### config.mk
export PLATFORM = sky130hd
export DESIGN_NAME = grf_wb_arbiter
export DESIGN_NICKNAME = d
export VERILOG_FILES = /design/src/rtl/grf_wb_arbiter.sv
export SDC_FILE = /design/constraint.sdc
export NUM_CORES = 1
export LEC_CHECK = 0
export BUFFER_PORTS_ARGS = -buffer_cell sky130_fd_sc_hd__buf_4
export CORE_ASPECT_RATIO = 1.4
export CORE_MARGIN = 2
export CORE_UTILIZATION = 54
export DETAILED_ROUTE_END_ITERATION = 10
export PLACE_DENSITY = 0.89
export SETUP_SLACK_MARGIN = 0.4
export SLEW_MARGIN = 20
export SYNTH_ARGS = -nofsm -noshare
export SYNTH_HDL_FRONTEND = slang
export SYNTH_SLANG_ARGS = --single-unit
export TNS_END_PERCENT = 100
### constraint.sdc
create_clock -name clk -period 3.96 [get_ports clk]
set_clock_uncertainty 0.1 [all_clocks]
set_input_delay 0.792 -clock clk [delete_from_list [all_inputs] [get_ports clk]]
set_output_delay 0.792 -clock clk [all_outputs]
set_load 0.02 [all_outputs]
### src/rtl/grf_wb_arbiter.sv
// grf_wb_arbiter: shares the single register-file write port between the
// pipeline W stage and a multi-cycle divider.
//
// Divider results wait in a 2-entry FIFO. The W stage normally wins the port.
// A starvation counter forces a FIFO drain (wb_hold) after seven consecutive
// cycles in which the pipeline wrote while a result waited. A pending
// scoreboard tracks registers that still await a divider result and raises
// stall for D-stage readers of those registers.
//
// Ports
//   clk, reset            clock, synchronous active-high reset
//   pipe_we/a3/wd         W-stage write request
//   div_valid/a3/wd       divider result; div_ready = FIFO has room
//   iss_valid/a3          divider op issued (marks destination pending)
//   rs_addr, rt_addr      D-stage sources checked against the scoreboard
//   stall                 a D-stage source awaits a divider result
//   wb_hold               W stage must freeze; port goes to the FIFO
//   grf_we/a3/wd          register-file write port
module grf_wb_arbiter (
    input  logic        clk,
    input  logic        reset,
    input  logic        pipe_we,
    input  logic [4:0]  pipe_a3,
    input  logic [31:0] pipe_wd,
    input  logic        div_valid,
    input  logic [4:0]  div_a3,
    input  logic [31:0] div_wd,
    output logic        div_ready,
    input  logic        iss_valid,
    input  logic [4:0]  iss_a3,
    input  logic [4:0]  rs_addr,
    input  logic [4:0]  rt_addr,
    output logic        stall,
    output logic        wb_hold,
    output logic        grf_we,
    output logic [4:0]  grf_a3,
    output logic [31:0] grf_wd
);

    typedef enum logic [1:0] {
        GNT_IDLE = 2'd0,
        GNT_PIPE = 2'd1,
        GNT_FIFO = 2'd2
    } grant_e;

    logic [1:0][4:0]  fifo_a3_q, fifo_a3_d;
    logic [1:0][31:0] fifo_wd_q, fifo_wd_d;
    logic             wr_ptr_q, wr_ptr_d;
    logic             rd_ptr_q, rd_ptr_d;
    logic [1:0]       count_q, count_d;
    logic [2:0]       starve_q, starve_d;
    logic [31:0]      pending_q, pending_d;

    logic             fifo_empty_s;
    logic             pipe_eff_s;
    logic             push_s;
    logic             pop_s;
    logic [4:0]       head_a3_s;
    logic [31:0]      head_wd_s;
    grant_e           grant_s;

    // Port grant, write-port drive and status outputs from registered state.
    always_comb begin
        fifo_empty_s = (count_q == 2'd0);
        div_ready    = (count_q < 2'd2);
        head_a3_s    = fifo_a3_q[rd_ptr_q];
        head_wd_s    = fifo_wd_q[rd_ptr_q];
        wb_hold      = (starve_q == 3'd7) && !fifo_empty_s;
        pipe_eff_s   = pipe_we && (pipe_a3 != 5'd0);
        stall        = ((rs_addr != 5'd0) && pending_q[rs_addr]) ||
                       ((rt_addr != 5'd0) && pending_q[rt_addr]);

        // A reset cycle grants nobody so buffered results are never written.
        if (reset) begin
            grant_s = GNT_IDLE;
        end else if (wb_hold) begin
            grant_s = GNT_FIFO;
        end else if (pipe_eff_s) begin
            grant_s = GNT_PIPE;
        end else if (!fifo_empty_s) begin
            grant_s = GNT_FIFO;
        end else begin
            grant_s = GNT_IDLE;
        end

        grf_we = 1'b0;
        grf_a3 = 5'd0;
        grf_wd = 32'd0;
        case (grant_s)
            GNT_FIFO: begin
                grf_we = (head_a3_s != 5'd0);
                grf_a3 = head_a3_s;
                grf_wd = head_wd_s;
            end
            GNT_PIPE: begin
                grf_we = 1'b1;
                grf_a3 = pipe_a3;
                grf_wd = pipe_wd;
            end
            default: begin
                grf_we = 1'b0;
                grf_a3 = 5'd0;
                grf_wd = 32'd0;
            end
        endcase

        pop_s  = (grant_s == GNT_FIFO);
        push_s = div_valid && div_ready;
    end

    // Next-state for FIFO, starvation counter and pending scoreboard.
    always_comb begin
        fifo_a3_d = fifo_a3_q;
        fifo_wd_d = fifo_wd_q;
        wr_ptr_d  = wr_ptr_q;
        rd_ptr_d  = rd_ptr_q;
        count_d   = count_q;
        starve_d  = starve_q;
        pending_d = pending_q;

        if (push_s) begin
            fifo_a3_d[wr_ptr_q] = div_a3;
            fifo_wd_d[wr_ptr_q] = div_wd;
            wr_ptr_d            = ~wr_ptr_q;
        end else begin
            wr_ptr_d = wr_ptr_q;
        end

        if (pop_s) begin
            rd_ptr_d = ~rd_ptr_q;
        end else begin
            rd_ptr_d = rd_ptr_q;
        end

        case ({push_s, pop_s})
            2'b10:   count_d = count_q + 2'd1;
            2'b01:   count_d = count_q - 2'd1;
            default: count_d = count_q;
        endcase

        // Counts cycles a waiting result lost the port to the pipeline.
        if (pop_s || fifo_empty_s) begin
            starve_d = 3'd0;
        end else if ((grant_s == GNT_PIPE) && (starve_q != 3'd7)) begin
            starve_d = starve_q + 3'd1;
        end else begin
            starve_d = starve_q;
        end

        // Clear first so a same-cycle issue to the same register wins.
        if (pop_s && (head_a3_s != 5'd0)) begin
            pending_d[head_a3_s] = 1'b0;
        end else begin
            pending_d = pending_d;
        end
        if (iss_valid && (iss_a3 != 5'd0)) begin
            pending_d[iss_a3] = 1'b1;
        end else begin
            pending_d = pending_d;
        end
        pending_d[0] = 1'b0;
    end

    // State registers with synchronous reset.
    always_ff @(posedge clk) begin
        if (reset) begin
            fifo_a3_q <= '0;
            fifo_wd_q <= '0;
            wr_ptr_q  <= 1'b0;
            rd_ptr_q  <= 1'b0;
            count_q   <= 2'd0;
            starve_q  <= 3'd0;
            pending_q <= 32'd0;
        end else begin
            fifo_a3_q <= fifo_a3_d;
            fifo_wd_q <= fifo_wd_d;
            wr_ptr_q  <= wr_ptr_d;
            rd_ptr_q  <= rd_ptr_d;
            count_q   <= count_d;
            starve_q  <= starve_d;
            pending_q <= pending_d;
        end
    end

endmodule
==> results.py, run 1 <==
metrics = {
    "cts": {
        "postCtsHoldBufs": 0,
        "clockBufferDepth": 2,
        "root_buffer": "clkbuf_16",
        "cts_tree": "built",
        "clk_latency_ns": 0.35,
        "cts.sinks": 112,
        "htree_levels": 3,
        "path_clk_slew_ns": 0.07,
        "cts_buffers": 9,
    },
    "sta": {
        "maxSlewHeadroom": 0.458,
        "timing.final.crit_share": 0.895,
        "drv_slew": 0,
        "hold_viol": 0,
        "finalSetupTns_ns": 0,
        "rsz0062_at_grt": "yes",
        "setup_violations": 0,
        "fin_crit_ns": 3.55,
        "worst_pin_slew_ns": 0.813,
        "fmax_mhz": 282,
    },
    "global_route": {
        "gr-usage-all-layers": 0.267,
        "grt_pass1_wl_mm": 24.9,
        "antenna_found_initial": 0,
        "grt_max_degree": 80,
        "grt_pass1_vias": 5239,
        "grt_overflow": 0,
    },
    "final_layout": {
        "nets": 926,
        "multi_input_area_sq_um": 3270,
        "drive_gt1_frac": 0.276,
        "syn2layout_area_growth_pct": 26.5,
        "fillCellCount": 828,
        "post_layout_nonfiller_instances": 969,
        "regArea_sq_um": 2240,
        "diodes": 0,
    },
    "floorplan": {
        "die_width_um": 90.6,
        "core_region_area_sq_um": 10300,
        "die_y_um": 125,
        "fp.dieArea_sq_um": 11300,
        "initial_core_util": 0.551,
        "ios": 135,
        "placementRows": 44,
    },
    "hold_path": {
        "min_path_type": "flop to flop",
        "hp-start": "fifo_wd_q[59]",
        "hold_path_depth": 2,
    },
    "routing": {
        "ant_nets": 0,
        "viasPerCell": 5.83,
        "wire_per_inst_um": 16.2,
        "drc_errors": 0,
        "drt-pass1-iter-count": 5,
        "vias": 5646,
        "routed_wl_mm": 15.7,
        "drt-initial-drc-count": 281,
    },
    "power": {
        "ir_drop_mv": 0.267,
        "powerDensity_nw_per_um2": 394,
        "p_leak_nw": 2.77,
    },
    "critical_path": {
        "required_ns": 3.07,
        "crit_type": "primary input to output pin",
        "critPathLaunch": "pipe_a3[0]",
        "ff2ff_path_depth": 10,
        "reg2reg_from": "starve_q[0]",
        "cp_max_fo": 7,
        "start_kind": "primary input",
        "end_kind": "output pin",
        "critPathArrivalTime_ns": 2.65,
    },
    "synthesis": {
        "syn_nets": 821,
        "ys_async_sr_fraction": 0,
        "ys_seq_area_frac": 0.395,
        "ys_warn_count": 0,
        "ys_seq_elements": 112,
        "synth_cells": 721,
        "syn_area_per_cell_sq_um": 7.86,
        "netlist_area_sq_um": 5670,
        "synth_ff_type": "dfxtp_1",
        "synth_cell_types": 37,
        "synth_edf_count": 0,
    },
    "status": {
        "status": "complete, no violations",
    },
    "placement": {
        "portBuffers": 134,
        "place_inst": 951,
        "hpwl_mm": 10.5,
        "gp_congestion": 0.826,
    },
    "job": {
        "maxCapViolations": 0,
    },
}
## cell usage in the layout (no fill, tap or decap), types with 2 or more instances in the layout
cell       Yosys  layout
bufinv_16      0       2
nor3_1         4       4
ha_4           0       2
o21ai_0       35      33
nand2b_1       4       4
a22oi_2        0       3
clkbuf_16      0      10
mux4_1         6       6
a21oi_1      110     110
inv_1          6       5
nand3_1        9       9
nor3b_1        2       2
a22oi_1       35      32
o21ai_1        1       2
nor2_1        55      43
dfxtp_1      112     111
xnor2_1        3       3
nand2_1      195     195
mux2i_1       15      15
mux2_2        37      37
a221oi_1       2       2
buf_12         0       2
buf_4          0     142
or3_1          2       2
o211ai_1       2       2
a31oi_1        2       2
nand3b_1       3       3
nor2_2         1      13
nor2b_1        8       7
mux4_2         5       5
ha_1           6       3
## stage by stage
step | utilization | power [mW] | hold slack (ns) | setup WS [ns] | instance area [sq um]
after detailed placement | 0.656 | 1.84 | 0.344 | 0.301 | 6760
after global routing | 0.697 | 2.95 | 0.369 | 0.346 | 7170
after CTS | 0.688 | 2.81 | 0.354 | 0.420 | 7090
after floorplan | - | 1.63 | 0.333 | 0.380 | 5700
final | 0.697 | 2.83 | 0.354 | 0.414 | 7170
after global placement | 0.656 | 1.83 | 0.339 | 0.328 | 6760
## critical path, stage by stage
cell and delay, ns:
buf_4 0.12, or4_4 0.53, o21ai_2 0.17, nor3_1 0.09, inv_1 0.17, ha_4 0.20
nor2b_4 0.16, a21oi_1 0.05, nor2_1 0.19, buf_4 0.18
## Yosys cell counts, drive strengths merged, types with 3 or more instances
| cell type | number | area share |
|---|---|---|
| nand2 | 195 | 0.13 |
| dfxtp | 112 | 0.40 |
| a21oi | 110 | 0.097 |
| nor2 | 56 | 0.038 |
| mux2 | 37 | 0.073 |
| o21ai | 36 | 0.032 |
| a22oi | 35 | 0.046 |
| clkbuf | 31 | 0.021 |
| buf | 21 | 0.019 |
| mux2i | 15 | 0.026 |
| mux4 | 11 | 0.048 |
| nand3 | 9 | 0.0079 |
| nor2b | 8 | 0.0088 |
| ha | 6 | 0.013 |
| inv | 6 | 0.0040 |
| nand2b | 4 | 0.0044 |
| nor3 | 4 | 0.0035 |
| nand3b | 3 | 0.0040 |
| xnor2 | 3 | 0.0046 |
## timing repair
action,CTS,global route
pin swaps,0,3
setup buffers,0,1
resized for setup,4,13
endpoints found under the setup margin,37,37
cloned,0,1
## registers in the layout, indices dropped and copies added, names as in the netlist
| name | flops |
|---|---|
| fifo_a3_q | 10 |
| starve_q | 3 |
| count_q | 2 |
| rd_ptr_q | 1 |
| pending_q | 31 |
| wr_ptr_q | 1 |
| fifo_wd_q | 64 |
## cell families after synthesis
kind of cell               Yosys count  share of synthesized area
and+or+nand+nor                    288                      0.206
muxes                               63                      0.148
xor gates and xnor gates             4                    0.00618
adders and majority gates            6                     0.0132
buffers and inverters               58                     0.0439
DFF                                112                      0.395
AOI/OAI and AO/OA                  190                      0.188
## path summary, 6_finish.rpt
| kind | end | slack (ns) |
|---|---|---|
| worst max-delay path | grf_a3[0] | 0.41 |
| worst min-delay path | fifo_wd_q[59] | 0.35 |
| worst max register to register | count_q[1] | 1.22 |
| worst min register to register | fifo_wd_q[59] | 0.35 |
## routing by layer
layer	track usage	share of wire
met1	0.321	0.37
met2	0.463	0.51
met3	0.0669	0.096
met4	0.0959	0.023
met5	0	0
## cell type report
cell class | count | share of cell area
clock buffer | 10 | 0.0319
clock inverter | 6 | 0.0129
inverter | 6 | 0.00314
multi-input combinational | 551 | 0.456
sequential | 112 | 0.313
tap | 138 | 0.0241
timing repair buffer | 146 | 0.160
## report_power, final
part / internal, mW / total, mW / switching, mW
clock: 0.559 / 0.976 / 0.417
sequential: 1.20 / 1.23 / 0.0384
combinational: 0.257 / 0.614 / 0.357
Power figures use the tool's default switching activity.
==> run 2, diff against run 1 <==
--- a/config.mk
+++ b/config.mk
@@ -5,12 +5,12 @@
 export SDC_FILE = /design/constraint.sdc
 export NUM_CORES = 1
 export LEC_CHECK = 0
-export BUFFER_PORTS_ARGS = -buffer_cell sky130_fd_sc_hd__buf_4
+export BUFFER_PORTS_ARGS = -buffer_cell sky130_fd_sc_hd__buf_2
 export CORE_ASPECT_RATIO = 1.4
 export CORE_MARGIN = 2
 export CORE_UTILIZATION = 54
 export DETAILED_ROUTE_END_ITERATION = 10
-export PLACE_DENSITY = 0.89
+export PLACE_DENSITY = 0.8
 export SETUP_SLACK_MARGIN = 0.4
 export SLEW_MARGIN = 20
 export SYNTH_ARGS = -nofsm -noshare
==> run 2 against run 1 <==
Compared with the run above: core utilization decreased by 2.9 points; power increased by 1.8%; routed wire length increased by 0.92%; sequential power about the same; sequential share of layout area increased by 1.4 points; count of clock-buffer cells in the layout unchanged; non-clock buffer count decreased by 2; cell count decreased by 0.21%.
==> results.py, run 2 (synthesis results as in run 1) <==
metrics = {
    "final_layout": {
        "multi_input_area_sq_um": 3270,
        "diodes": 0,
        "final_cell_mix": "nand2_1 (195), buf_2 (129), dfxtp_1 (111)",
        "drive_gt1_frac": 0.273,
        "fillCellCount": 841,
        "regArea_sq_um": 2240,
        "nets": 924,
        "final_common_cell": "nand2_1",
        "stdcell_area_sq_um": 6870,
        "syn2layout_area_growth_pct": 21.2,
        "top_regs": "fifo_wd_q: 64 flops, pending_q: 31 flops, fifo_a3_q: 10 flops",
        "largest_register_ffs": 64,
        "max_flop_register": "fifo_wd_q",
    },
    "placement": {
        "place_ws_ns": 0.275,
        "portBuffers": 134,
        "hpwl_mm": 10.8,
        "placed_cell_area_sq_um": 6430,
        "gp_congestion": 0.862,
    },
    "status": {
        "status": "complete, no violations",
    },
    "critical_path": {
        "cp_top_family": "simple AND/OR/NAND/NOR gates",
        "end_kind": "output pin",
        "cp_num_buf_inv": 4,
        "critPathArrivalTime_ns": 2.59,
        "required_ns": 3.07,
        "path_cells": "buf_2 -> or4_1 -> o21ai_2 -> o21ai_2 -> inv_2 -> ha_4 -> buf_12 -> a22oi_1 -> nor2_1 -> buf_2",
        "crit_type": "primary input to output pin",
        "cp_max_fo": 17,
        "critPathMaxStageDelay_ns": 0.55,
        "critPathSlowestCell": "or4_1",
        "start_kind": "primary input",
    },
    "hold_path": {
        "min_path_type": "flop to flop",
    },
    "sta": {
        "fin_ws_ns": 0.474,
        "rsz0062_at_grt": "no",
        "worst_pin_slew_ns": 0.790,
        "finalSetupTns_ns": 0,
        "setup_violations": 0,
        "drv_slew": 0,
        "timing.final.crit_share": 0.880,
        "fin_crit_ns": 3.49,
        "fmax_mhz": 287,
        "maxSlewHeadroom": 0.473,
        "hold_viol": 0,
    },
    "power": {
        "p_switching_mw": 0.815,
        "p_int_mw": 2.06,
        "total_power_mw": 2.88,
        "switching_share": 0.284,
        "ir_drop_mv": 0.394,
        "clkPwrFrac": 0.368,
        "pwr-share-comb": 0.201,
        "p_leak_nw": 2.70,
        "seq_power_share": 0.431,
        "powerDensity_nw_per_um2": 418,
    },
    "floorplan": {
        "ios": 135,
        "die_width_um": 90.6,
        "core_region_area_sq_um": 10300,
        "die_y_um": 125,
        "fp.dieArea_sq_um": 11300,
        "placementRows": 44,
        "initial_core_util": 0.551,
    },
    "routing": {
        "ant_nets": 0,
        "vias": 5628,
        "drt-initial-drc-count": 327,
        "drt-pass1-iter-count": 5,
        "wire_per_inst_um": 16.4,
        "viasPerCell": 5.82,
        "drc_errors": 0,
        "routed_wl_mm": 15.9,
    },
    "cts": {
        "cts_tree": "built",
        "cts_buffers": 9,
        "htree_levels": 3,
        "cts.sinks": 112,
        "clk_latency_ns": 0.35,
        "postCtsHoldBufs": 0,
        "path_clk_slew_ns": 0.07,
        "root_buffer": "clkbuf_16",
        "clockBufferDepth": 2,
    },
    "job": {
        "maxCapViolations": 0,
    },
    "global_route": {
        "grt_pass1_wl_mm": 25.6,
        "antenna_found_initial": 0,
        "grt_max_degree": 79,
        "gr-usage-all-layers": 0.274,
        "grt_pass1_vias": 5358,
        "grt_overflow": 0,
    },
}
run 2: cell types whose count changed in the layout (fill, tap and decap cells not counted), moves of 2 or more:
cell / before / now
a22oi_1: 32 / 35
a22oi_2: 3 / 0
buf_2: 0 / 129
buf_4: 142 / 11
inv_6: 0 / 2
run 2: metal layers:
| metal | GRT usage | up-vias | wire length (um) |
|---|---|---|---|
| met4 | 0.113 | 0 | 378 |
| met5 | 0 | - | 0 |
| met1 | 0.320 | 2659 | 6130 |
| met2 | 0.491 | 243 | 8250 |
| met3 | 0.0500 | 34 | 1130 |
| li1 | - | 2692 | - |
run 2: area by class of cell:
type / count / share of cell area
inverters: 6 / 0.00328
flip-flops and latches: 112 / 0.326
clock buffers: 10 / 0.0348
well taps: 138 / 0.0251
repair buffers: 144 / 0.119
multi-input cells: 551 / 0.475
clock inverters: 6 / 0.0164
run 2: stage by stage:
stage	hold slack (ns)	cells	util
global route	0.372	967	0.668
floorplan	0.333	721	-
finish	0.355	967	0.668
CTS	0.356	967	0.663
detailed placement	0.346	950	0.624
global placement	0.338	950	0.624
run 2: worst paths after layout:
check / start / end / slack [ns] / cells past startpoint
max: pipe_a3[0] / grf_wd[8] / 0.47 / 10
min: fifo_wd_q[63] / fifo_wd_q[63] / 0.36 / 2
max reg2reg: starve_q[0] / count_q[1] / 1.47 / 9
min reg2reg: fifo_wd_q[63] / fifo_wd_q[63] / 0.36 / 2
run 2: power groups by stage:
| stage | sequential, mW | combinational (mW) | clock [mW] |
|---|---|---|---|
| final | 1.24 | 0.578 | 1.06 |
| after global routing | 1.25 | 0.634 | 1.10 |
| after CTS | 1.24 | 0.568 | 1.06 |
| after detailed placement | 1.26 | 0.550 | 0 |
| after global placement | 1.26 | 0.533 | 0 |
| after floorplan | 1.25 | 0.383 | 0 |
run 2: worst reg2reg max path, cell delays in order, from the launching register on:
cell,delay (ns)
dfxtp_1,0.33
ha_1,0.20
ha_1,0.21
nor2b_1,0.18
nor3_2,0.27
inv_2,0.12
ha_4,0.21
ha_1,0.31
or3_1,0.35
a21oi_1,0.13
run 2: what timing repair did:
| item | in CTS | in global routing |
|---|---|---|
| gates resized for setup | 7 | 13 |
| buffers inserted | 0 | 0 |
| pin swaps | 0 | 1 |
| endpoints found under the setup margin | 35 | 35 |
| gates cloned | 1 | 0 |
==> run 3, diff against run 2 <==
--- a/config.mk
+++ b/config.mk
@@ -6,11 +6,12 @@
 export NUM_CORES = 1
 export LEC_CHECK = 0
 export BUFFER_PORTS_ARGS = -buffer_cell sky130_fd_sc_hd__buf_2
-export CORE_ASPECT_RATIO = 1.4
+export CORE_ASPECT_RATIO = 1.1
 export CORE_MARGIN = 2
-export CORE_UTILIZATION = 54
+export CORE_UTILIZATION = 56
+export CTS_BUF_LIST = sky130_fd_sc_hd__clkbuf_2
 export DETAILED_ROUTE_END_ITERATION = 10
-export PLACE_DENSITY = 0.8
+export PLACE_DENSITY = 0.83
 export SETUP_SLACK_MARGIN = 0.4
 export SLEW_MARGIN = 20
 export SYNTH_ARGS = -nofsm -noshare
==> run 3 against run 2 <==
Compared with the run above: combinational power increased by 9.9%; flip-flop and latch count unchanged; cell count decreased by 0.93%; hold slack got worse by 0.043 ns; die area decreased by 3.5%; critical endpoint is now grf_wd[7].
==> results.py, run 3 (synthesis results as in run 1) <==
metrics = {
    "status": {
        "status": "complete, no violations",
    },
    "job": {
        "maxCapViolations": 0,
    },
    "sta": {
        "setup_violations": 0,
        "maxSlewHeadroom": 0.451,
        "hold_viol": 0,
        "worst_pin_slew_ns": 0.823,
        "finalSetupTns_ns": 0,
        "drv_slew": 0,
        "rsz0062_at_grt": "yes",
        "timing.final.crit_share": 0.901,
        "fmax_mhz": 280,
        "fin_crit_ns": 3.57,
    },
    "hold_path": {
        "holdPathEnd": "fifo_wd_q[59]",
        "min_path_type": "primary input to flop",
        "hold_path_depth": 3,
        "hp-start": "div_wd[27]",
    },
    "final_layout": {
        "final_cell_mix": "nand2_1 (195), buf_2 (129), a21oi_1 (110), dfxtp_1 (110), nor2_1 (43)",
        "stdcell_area_sq_um": 6910,
        "max_flop_register": "fifo_wd_q",
        "nets": 934,
        "drive_gt1_frac": 0.313,
        "diodes": 0,
        "syn2layout_area_growth_pct": 21.8,
        "largest_register_ffs": 64,
        "final_common_cell": "nand2_1",
        "top_regs": "fifo_wd_q: 64 flops, pending_q: 31 flops, fifo_a3_q: 10 flops",
    },
    "critical_path": {
        "ff2ff_path_depth": 9,
        "path_cells": "buf_8 -> or4_4 -> o21ai_4 -> buf_6 -> nor3_4 -> inv_2 -> ha_4 -> clkbuf_16 -> a22oi_2 -> nor2_2 -> buf_2",
        "crit_type": "primary input to output pin",
        "reg2reg_from": "starve_q[0]",
        "r2r_slack_ns": 1.53,
        "cp_max_fo": 8,
        "cp.depth": 11,
        "cp_top_family": "buffers and inverters",
        "cp_num_buf_inv": 5,
        "required_ns": 3.07,
        "rr_endpoint": "count_q[1]",
        "critPathSlowestCell": "or4_4",
        "start_kind": "primary input",
        "critPathArrivalTime_ns": 2.68,
        "end_kind": "output pin",
        "critPathMaxStageDelay_ns": 0.54,
    },
    "placement": {
        "gp_congestion": 0.914,
        "hpwl_mm": 10.9,
        "placed_cell_area_sq_um": 6410,
        "portBuffers": 134,
    },
    "global_route": {
        "antenna_found_initial": 0,
        "grt_pass1_vias": 5346,
        "grt_max_degree": 111,
        "grt_overflow": 0,
        "grt_pass1_wl_mm": 24.6,
        "gr-usage-all-layers": 0.280,
    },
    "floorplan": {
        "core_region_area_sq_um": 9840,
        "initial_core_util": 0.576,
        "placementRows": 38,
        "fp.dieArea_sq_um": 10900,
        "die_y_um": 110,
        "ios": 135,
        "die_width_um": 99.9,
    },
    "routing": {
        "viasPerCell": 5.94,
        "drt-initial-drc-count": 340,
        "drt-pass1-iter-count": 7,
        "ant_nets": 0,
        "vias": 5695,
        "routed_wl_mm": 16.5,
        "drc_errors": 0,
        "wire_per_inst_um": 17.2,
    },
    "cts": {
        "cts_tree": "built",
        "clockBufferDepth": 2,
        "htree_levels": 3,
        "postCtsHoldBufs": 0,
        "cts.sinks": 112,
        "root_buffer": "clkbuf_2",
        "cts_buffers": 9,
        "clk_latency_ns": 0.58,
        "path_clk_slew_ns": 0.27,
    },
    "power": {
        "p_leak_nw": 2.67,
        "powerDensity_nw_per_um2": 343,
        "ir_drop_mv": 0.203,
    },
}
==> run 3: per-stage QoR <==
step,power (mW),setup WS (ns),hold slack (ns),util,cells
2_1_floorplan,1.63,0.380,0.333,-,721
3_3_place_gp,1.80,0.359,0.338,0.651,933
4_1_cts,2.29,0.404,0.299,0.663,948
6_report,2.37,0.391,0.312,0.702,958
5_1_grt,2.47,0.323,0.275,0.702,958
3_5_place_dp,1.82,0.319,0.347,0.651,933
==> run 3: worst max-delay path by stage <==
stage                 endpoint        start
finish               grf_wd[7]   pipe_a3[4]
global route        grf_wd[16]   pipe_a3[4]
CTS                 grf_wd[30]  starve_q[0]
detailed placement   grf_a3[0]   pipe_a3[0]
global placement     grf_a3[0]   pipe_a3[0]
floorplan            grf_wd[8]   pipe_a3[0]
==> run 3: report_power, final <==
group	switching (mW)	internal, mW
logic	0.383	0.252
clock network	0.350	0.138
registers	0.0424	1.20
==> run 3: layout make-up <==
cell class | instances | area [sq um]
clock buffers | 10 | 50.0
clock inverters | 5 | 48.8
fillers | 767 | 2940
inverters | 6 | 22.5
multi-input cells | 551 | 3430
flip-flops and latches | 112 | 2240
well taps | 120 | 150
repair buffers | 154 | 958
==> run 3: repair_timing <==
| action | CTS | global route |
|---|---|---|
| setup endpoints to repair | 37 | 37 |
| buffers inserted | 0 | 5 |
| cloned | 0 | 4 |
| resized for setup | 7 | 48 |
| pin swaps | 0 | 8 |
==> run 3: worst min-delay path, stage by stage <==
cell     delay [ns]
buf_2          0.10
nand2_1        0.05
a21oi_1        0.05
==> run 3: metal layers <==
layer | GRT usage | up-vias | share of wire
met2 | 0.494 | 283 | 0.50
met4 | 0.113 | 0 | 0.021
met3 | 0.0540 | 38 | 0.083
met1 | 0.337 | 2669 | 0.40
met5 | 0 | - | 0
li1 | - | 2705 | -
